File: src/rtl/jmb_mul_arb_if.sv
// ---------------------------------------------------------------------------
// jmb_mul_arb_if
// Bundle of request/result signals between multiply clients and the shared
// multiplier arbiter jmb_mul_arb.
//   req_valid [NUM_REQ]    per-requester operand pair valid
//   req_a     [16*NUM_REQ] packed multiplicands, requester i at [16i+15:16i]
//   req_b     [16*NUM_REQ] packed multipliers, same packing
//   req_ready [NUM_REQ]    one-hot accept back to the requesters
//   res_valid              product valid
//   res_id    [ID_W]       requester that owns res_prod
//   res_prod  [32]         unsigned product
//   res_ready              consumer accepts the product
//   busy                   arbiter is not idle
// master: client/consumer side; slave: the arbiter.
// ---------------------------------------------------------------------------
interface jmb_mul_arb_if #(
    parameter int NUM_REQ = 4,
    parameter int ID_W    = 2
);
    logic [NUM_REQ-1:0]    req_valid;
    logic [16*NUM_REQ-1:0] req_a;
    logic [16*NUM_REQ-1:0] req_b;
    logic [NUM_REQ-1:0]    req_ready;
    logic                  res_valid;
    logic [ID_W-1:0]       res_id;
    logic [31:0]           res_prod;
    logic                  res_ready;
    logic                  busy;

    modport master (
        output req_valid, req_a, req_b, res_ready,
        input  req_ready, res_valid, res_id, res_prod, busy
    );

    modport slave (
        input  req_valid, req_a, req_b, res_ready,
        output req_ready, res_valid, res_id, res_prod, busy
    );
endinterface

File: src/rtl/jmb_mul_arb.sv
// ---------------------------------------------------------------------------
// jmb_mul2 / jmb_mul_arb
// jmb_mul2: shared 16x16 unsigned combinational multiplier.
//   a_i, b_i [16] operands; p_o [32] full-width product.
// jmb_mul_arb: round-robin arbiter that time-shares one jmb_mul2 among
// NUM_REQ requesters. One operand pair is accepted at a time, held stable on
// the multiplier for MUL_LAT cycles (multicycle path), and the product is
// returned tagged with the requester ID on a backpressured result port.
//   clk    rising-edge clock
//   rst_n  asynchronous active-low reset
//   bus    jmb_mul_arb_if.slave (request, result and busy signals)
// ---------------------------------------------------------------------------
module jmb_mul2 (
    input  logic [15:0] a_i,
    input  logic [15:0] b_i,
    output logic [31:0] p_o
);
    assign p_o = 32'(a_i) * 32'(b_i);
endmodule

module jmb_mul_arb #(
    parameter int NUM_REQ = 4,
    parameter int ID_W    = 2,
    parameter int MUL_LAT = 1
) (
    input  logic            clk,
    input  logic            rst_n,
    jmb_mul_arb_if.slave    bus
);
    localparam int CNT_W = (MUL_LAT > 1) ? $clog2(MUL_LAT) : 1;
    // Request vector padded to the full ID range so an ID_W-bit index is exact.
    localparam int NSLOT = 1 << ID_W;

    localparam logic [1:0] S_IDLE = 2'd0;
    localparam logic [1:0] S_BUSY = 2'd1;
    localparam logic [1:0] S_DONE = 2'd2;

    logic [1:0]       state_q,     state_d;
    logic [CNT_W-1:0] cnt_q,       cnt_d;
    logic [ID_W-1:0]  last_q,      last_d;
    logic [ID_W-1:0]  id_q,        id_d;
    logic [15:0]      a_q,         a_d;
    logic [15:0]      b_q,         b_d;
    logic             res_valid_q, res_valid_d;
    logic [ID_W-1:0]  res_id_q,    res_id_d;
    logic [31:0]      res_prod_q,  res_prod_d;

    logic [NSLOT-1:0] vld_ext;
    logic [NSLOT-1:0] ready_ext;
    logic             any_req;
    logic [ID_W-1:0]  winner;
    logic [31:0]      prod;

    // First set request strictly after 'last', wrapping at NUM_REQ.
    function automatic logic [ID_W-1:0] rr_pick(
        input logic [NSLOT-1:0] vld,
        input logic [ID_W-1:0]  last
    );
        logic [ID_W-1:0] idx;
        logic [ID_W-1:0] pick;
        logic            found;
        idx   = last;
        pick  = '0;
        found = 1'b0;
        for (int k = 0; k < NUM_REQ; k++) begin
            idx = (idx == ID_W'(NUM_REQ - 1)) ? '0 : idx + ID_W'(1);
            if (!found && vld[idx]) begin
                pick  = idx;
                found = 1'b1;
            end
        end
        return pick;
    endfunction

    always_comb begin
        vld_ext              = '0;
        vld_ext[NUM_REQ-1:0] = bus.req_valid;
    end

    assign any_req = |bus.req_valid;
    assign winner  = rr_pick(vld_ext, last_q);

    // Grant is combinational in IDLE only; forced low while reset is asserted.
    always_comb begin
        ready_ext = '0;
        if (rst_n && (state_q == S_IDLE) && any_req) begin
            ready_ext[winner] = 1'b1;
        end
    end

    assign bus.req_ready = ready_ext[NUM_REQ-1:0];

    // Latched operands drive the multiplier for the whole BUSY period.
    jmb_mul2 u_mul (
        .a_i (a_q),
        .b_i (b_q),
        .p_o (prod)
    );

    always_comb begin
        state_d     = state_q;
        cnt_d       = cnt_q;
        last_d      = last_q;
        id_d        = id_q;
        a_d         = a_q;
        b_d         = b_q;
        res_valid_d = res_valid_q;
        res_id_d    = res_id_q;
        res_prod_d  = res_prod_q;

        case (state_q)
            S_IDLE: begin
                if (any_req) begin
                    a_d     = bus.req_a[winner*16 +: 16];
                    b_d     = bus.req_b[winner*16 +: 16];
                    id_d    = winner;
                    last_d  = winner;
                    cnt_d   = CNT_W'(MUL_LAT - 1);
                    state_d = S_BUSY;
                end
            end
            S_BUSY: begin
                if (cnt_q == '0) begin
                    res_prod_d  = prod;
                    res_id_d    = id_q;
                    res_valid_d = 1'b1;
                    state_d     = S_DONE;
                end else begin
                    cnt_d = cnt_q - CNT_W'(1);
                end
            end
            S_DONE: begin
                // Result fields stay as they are after acceptance.
                if (bus.res_ready) begin
                    res_valid_d = 1'b0;
                    state_d     = S_IDLE;
                end
            end
            default: begin
                state_d = S_IDLE;
            end
        endcase
    end

    always_ff @(posedge clk or negedge rst_n) begin
        if (!rst_n) begin
            state_q     <= S_IDLE;
            cnt_q       <= '0;
            last_q      <= ID_W'(NUM_REQ - 1);
            id_q        <= '0;
            a_q         <= '0;
            b_q         <= '0;
            res_valid_q <= 1'b0;
            res_id_q    <= '0;
            res_prod_q  <= '0;
        end else begin
            state_q     <= state_d;
            cnt_q       <= cnt_d;
            last_q      <= last_d;
            id_q        <= id_d;
            a_q         <= a_d;
            b_q         <= b_d;
            res_valid_q <= res_valid_d;
            res_id_q    <= res_id_d;
            res_prod_q  <= res_prod_d;
        end
    end

    assign bus.res_valid = res_valid_q;
    assign bus.res_id    = res_id_q;
    assign bus.res_prod  = res_prod_q;
    assign bus.busy      = (state_q != S_IDLE);
endmodule

File: src/flat_wrapper.sv
// flat-port wrapper written by rule: the top's interface ports become plain ports
module jmb_mul_arb_flat 
#(
    parameter int NUM_REQ = 4,
    parameter int ID_W    = 2,
    parameter int MUL_LAT = 1
)
  (clk, rst_n, bus_req_valid, bus_req_a, bus_req_b, bus_res_ready, bus_req_ready, bus_res_valid, bus_res_id, bus_res_prod, bus_busy);
  jmb_mul_arb_if #(.NUM_REQ(NUM_REQ), .ID_W(ID_W)) bus_i ();
  input  logic clk;
  input  logic rst_n;
  input wire logic [$bits(bus_i.req_valid)-1:0] bus_req_valid;
  input wire logic [$bits(bus_i.req_a)-1:0] bus_req_a;
  input wire logic [$bits(bus_i.req_b)-1:0] bus_req_b;
  input wire logic [$bits(bus_i.res_ready)-1:0] bus_res_ready;
  output wire logic [$bits(bus_i.req_ready)-1:0] bus_req_ready;
  output wire logic [$bits(bus_i.res_valid)-1:0] bus_res_valid;
  output wire logic [$bits(bus_i.res_id)-1:0] bus_res_id;
  output wire logic [$bits(bus_i.res_prod)-1:0] bus_res_prod;
  output wire logic [$bits(bus_i.busy)-1:0] bus_busy;
  assign bus_i.req_valid = bus_req_valid;
  assign bus_i.req_a = bus_req_a;
  assign bus_i.req_b = bus_req_b;
  assign bus_i.res_ready = bus_res_ready;
  assign bus_req_ready = bus_i.req_ready;
  assign bus_res_valid = bus_i.res_valid;
  assign bus_res_id = bus_i.res_id;
  assign bus_res_prod = bus_i.res_prod;
  assign bus_busy = bus_i.busy;
  jmb_mul_arb #(.NUM_REQ(NUM_REQ), .ID_W(ID_W), .MUL_LAT(MUL_LAT)) u_core (.clk(clk), .rst_n(rst_n), .bus(bus_i));
endmodule
File: config.mk
export PLATFORM = sky130hd
export DESIGN_NAME = jmb_mul_arb_flat
export DESIGN_NICKNAME = d
export VERILOG_FILES = /design/src/rtl/jmb_mul_arb_if.sv /design/src/rtl/jmb_mul_arb.sv /design/src/flat_wrapper.sv
export SDC_FILE = /design/constraint.sdc
export NUM_CORES = 1
export LEC_CHECK = 0
export ABC_AREA = 1
export CAP_MARGIN = 10
export CORE_MARGIN = 1.5
export CORE_UTILIZATION = 30
export DETAILED_ROUTE_END_ITERATION = 16
export GPL_ROUTABILITY_DRIVEN = 1
export GPL_TIMING_DRIVEN = 0
export SETUP_SLACK_MARGIN = 0.15
export SLEW_MARGIN = 20
export SYNTH_ARGS = -nofsm -noshare
export SYNTH_HDL_FRONTEND = slang
export SYNTH_SLANG_ARGS = --single-unit
File: constraint.sdc
create_clock -name clk -period 7 [get_ports clk]
set_input_delay 1.4 -clock clk [delete_from_list [all_inputs] [get_ports clk]]
set_output_delay 1.4 -clock clk [all_outputs]
set_load 0.005 [all_outputs]
==> results.env <==
POSTCTSSETUPREPAIRBUFS=0
INITIAL_ANTENNA_VIOLATION_COUNT=0
R2R-END='u_core.bus.res_prod[27]'
DRT_ITER0_DRC=888
PIN_COUNT=175
HOLDPATHEND='u_core.last_q[1]'
GRTUSAGEMET3_PCT=2.03
FIN_NETS=2535
REG2REG_SLACK_PS=380
GPL.FINAL_WEIGHTED_CONGESTION=0.938
CRITPATHREQUIREDTIME_PS=7240
GRT.OVERFLOW.TOTAL=0
POSTCTSHOLDBUFS=0
YOSYS_REGISTER_BITS=73
ASYNCSETRESETFLOPFRACSYNTH_PCT=100
VIAS_IN_THE_FIRST_GLOBAL_ROUTE=13500
POST_CTS_RESIZE_COUNT=0
AREA_DELTA_SYNTH_FINAL_PCT=20.8
DP_HPWL_MICRONS=35500
WORST-SLEW-PIN-TRANSITION_PS=855
INITIAL_UTILIZATION_PCT=30.6
PLACEMENTROWS=77
ENDPOINTS_FAILING_SETUP=0
CRITICAL_PATH_ARRIVAL_PS=6860
SYNTH.TOP_CELLS.BY_AREA='fa_1, nand2_1, dfrtp_1'
PLACE_AREA_SQ_UM=16100
COREAREA_SQ_UM=44400
SYNTHMOSTINSTANTIATEDCELL='nand2_1'
TIMING.FINAL.MAX_SLEW_VIOLATIONS=0
WORST_R2R_STARTPOINT='u_core.b_q[13]'
HOLD_VIOL=0
SYNTH_ENABLE_FLOP_CELLS=0
UNREPAIRED_SETUP_ENDPOINTS_AFTER_GLOBAL_ROUTING='true'
YOSYSUNIQUECELLTYPES=35
FINAL.MIN_CLOCK_PERIOD_PS=6620
WORST_SLEW_MARGIN_REL_PCT=43.0
GRT_MAX_DEGREE=57
YOSYSTOPAREACELL='fa_1'
SYNTH_COMMON_CELLS='nand2_1, inv_1, fa_1'
CTS.CLK_SLEW.WORST_PATHS_PS=60
YOSYS_WARNINGS=0
MET2_USAGE_PCT=33.5
PORTBUFFERS=174
DIE_BOUNDARY_WIDTH_MICRONS=216
DRIVE_ABOVE_1_SHARE_PCT=4.75
R2R.WORST_PATH.CELLS=21
DOMINANTREGCELLSYNTH='dfrtp_1'
NETLIST.AREA_LEADER.SHARE_PCT=28.6
HOLD_CLASS='flip-flop to flip-flop'
FINALINSTANCEAREA_SQ_UM=16400
CRITPATHCAPTURETYPE='flip-flop'
TRITONCTS_NUM_SINKS=73
SYN_NETS=2351
SEQ_AREA_FRAC_SYNTH_PCT=13.5
DIE_H_MICRONS=216
TIMING.HOLD.WORST.START='u_core.last_q[1]'
CAP_VIOLATIONS=0
DIODES=0
ROUTED_WIRELENGTH_MICRONS=42600
DRTPASS1ITERATIONS=5
WORSTSETUPPATHTYPE='flip-flop to flip-flop'
MIN_DELAY_PATH_DEPTH=2
CTS_MADE_BUFFERS=9
TRITONCTS='done'
SYNTHCELLS=1917
VIAS_PER_CELL=4.66
DRC_VIOLATION_COUNT_AFTER_ROUTING=0
GLOBAL_ROUTE.USAGE.TOTAL_PCT=19.2
ROUTED-VIA-COUNT=12600
TOP_USAGE_LAYER='met2'
FMAXACHIEVABLE_MHz=151
MAX-CLOCK-PATH-BUFFERS=2
FINAL_MIN_PERIOD_OVER_CLOCK_PERIOD_PCT=94.5
GR-USAGE-MET1_PCT=24.3
ROUTE.DETAILED.WL_PER_INST_MICRONS=15.8
TIMING.CRITICAL_PATH.FROM_TYPE='flip-flop'
GRT_PASS1_WL_MICRONS=70500
CTS_MAX_LEVEL=3
SYN-CELL-AREA_SQ_UM=13600
DIEAREA_SQ_UM=46500
SYN_AREA_PER_CELL_SQ_UM=7.08
CLK_LATENCY_PS=360
FINAL.SETUP_SKEW_PS=11.4
CLOCK-ROOT-BUFFER='clkbuf_16'
DRTANTENNAVIOLNETS=0
OUTCOME='finished, final reports clean'
PATH_MAX_FANOUT=10
==> worst max path at each step <==
stage,from,end,depth (start not counted)
after floorplan,u_core.b_q[7],u_core.bus.res_prod[23],24
after global placement,rst_n,bus_req_ready[0],4
after detailed placement,u_core.b_q[10],u_core.bus.res_prod[27],21
after CTS,u_core.a_q[7],u_core.bus.res_prod[23],24
after global routing,u_core.b_q[13],u_core.bus.res_prod[27],21
final,u_core.b_q[13],u_core.bus.res_prod[27],21
==> layout by cell type (no fill, tap or decap), types with 12 or more instances in the layout <==
master	netlist	routed
fa_1	194	194
o21ai_0	47	47
clkbuf_1	76	65
inv_1	389	389
nand3_1	167	167
dfrtp_1	71	71
clkdlybuf4s50_1	0	173
buf_4	13	14
a21oi_1	40	40
nor2_1	41	41
xor2_1	12	12
nand2_1	666	666
ha_1	105	105
buf_2	12	12
==> final cells by class <==
type | count | area, sq um
tap | 592 | 741
clock inverter | 6 | 73.8
buffer | 109 | 559
sequential | 73 | 1830
fill | 4656 | 28000
multi-input combinational | 1338 | 9710
inverter | 395 | 1480
timing repair buffer | 175 | 1770
clock buffer | 10 | 239
==> through the flow <==
stage | worst slack (ps) | setup TNS, ps | std cells | util [%] | hold WS, ps
6_report | 382 | 0 | 2698 | 36.9 | 471
5_1_grt | 94.5 | 0 | 2698 | 36.9 | 515
4_1_cts | 391 | 0 | 2700 | 36.9 | 476
3_5_place_dp | 425 | 0 | 2684 | 36.2 | 461
3_3_place_gp | -236 | -933 | 2683 | 36.1 | 459
2_1_floorplan | 1560 | 0 | 1917 | - | 450
==> flip-flops by register name, indices dropped and copies added, names as in the netlist <==
register / count
u_core.last_q: 2
u_core.b_q: 16
u_core.bus.res_prod: 32
u_core.id_q: 2
u_core.bus.res_valid: 1
u_core.a_q: 16
u_core.state_q: 2
u_core.bus.res_id: 2
==> cell families (layout without fill, tap and decap cells) <==
kind of cell	after synthesis	count (layout)	synth area share, %
compound gates	105	105	4.12
xor+xnor	16	16	1.03
fa+ha+maj	299	299	38.3
buf+inv	506	695	15.0
flops	73	73	13.5
simple gates	918	918	28.1
==> routing by layer <==
| metal | part of all wire (%) | routed length [microns] |
|---|---|---|
| met3 | 4.7 | 2000 |
| met2 | 49 | 20800 |
| met1 | 43 | 18200 |
| met4 | 3.9 | 1650 |
| met5 | 0 | 0 |
==> critical path: stages, from the launching register on <==
cell	delay, ps
dfrtp_1	320
clkbuf_1	640
clkbuf_1	560
nand2_1	180
fa_1	520
fa_1	500
inv_1	50
fa_1	480
fa_1	430
fa_1	530
inv_1	60
fa_1	550
inv_1	60
ha_1	350
a21o_1	210
a21boi_0	250
o21ai_0	170
nand2_1	90
nand3_1	120
or2_2	300
nand3_1	80
nand2_1	50
Power is not shown: default switching activity piles up to over one toggle a cycle in this logic, so the estimate is an artifact.
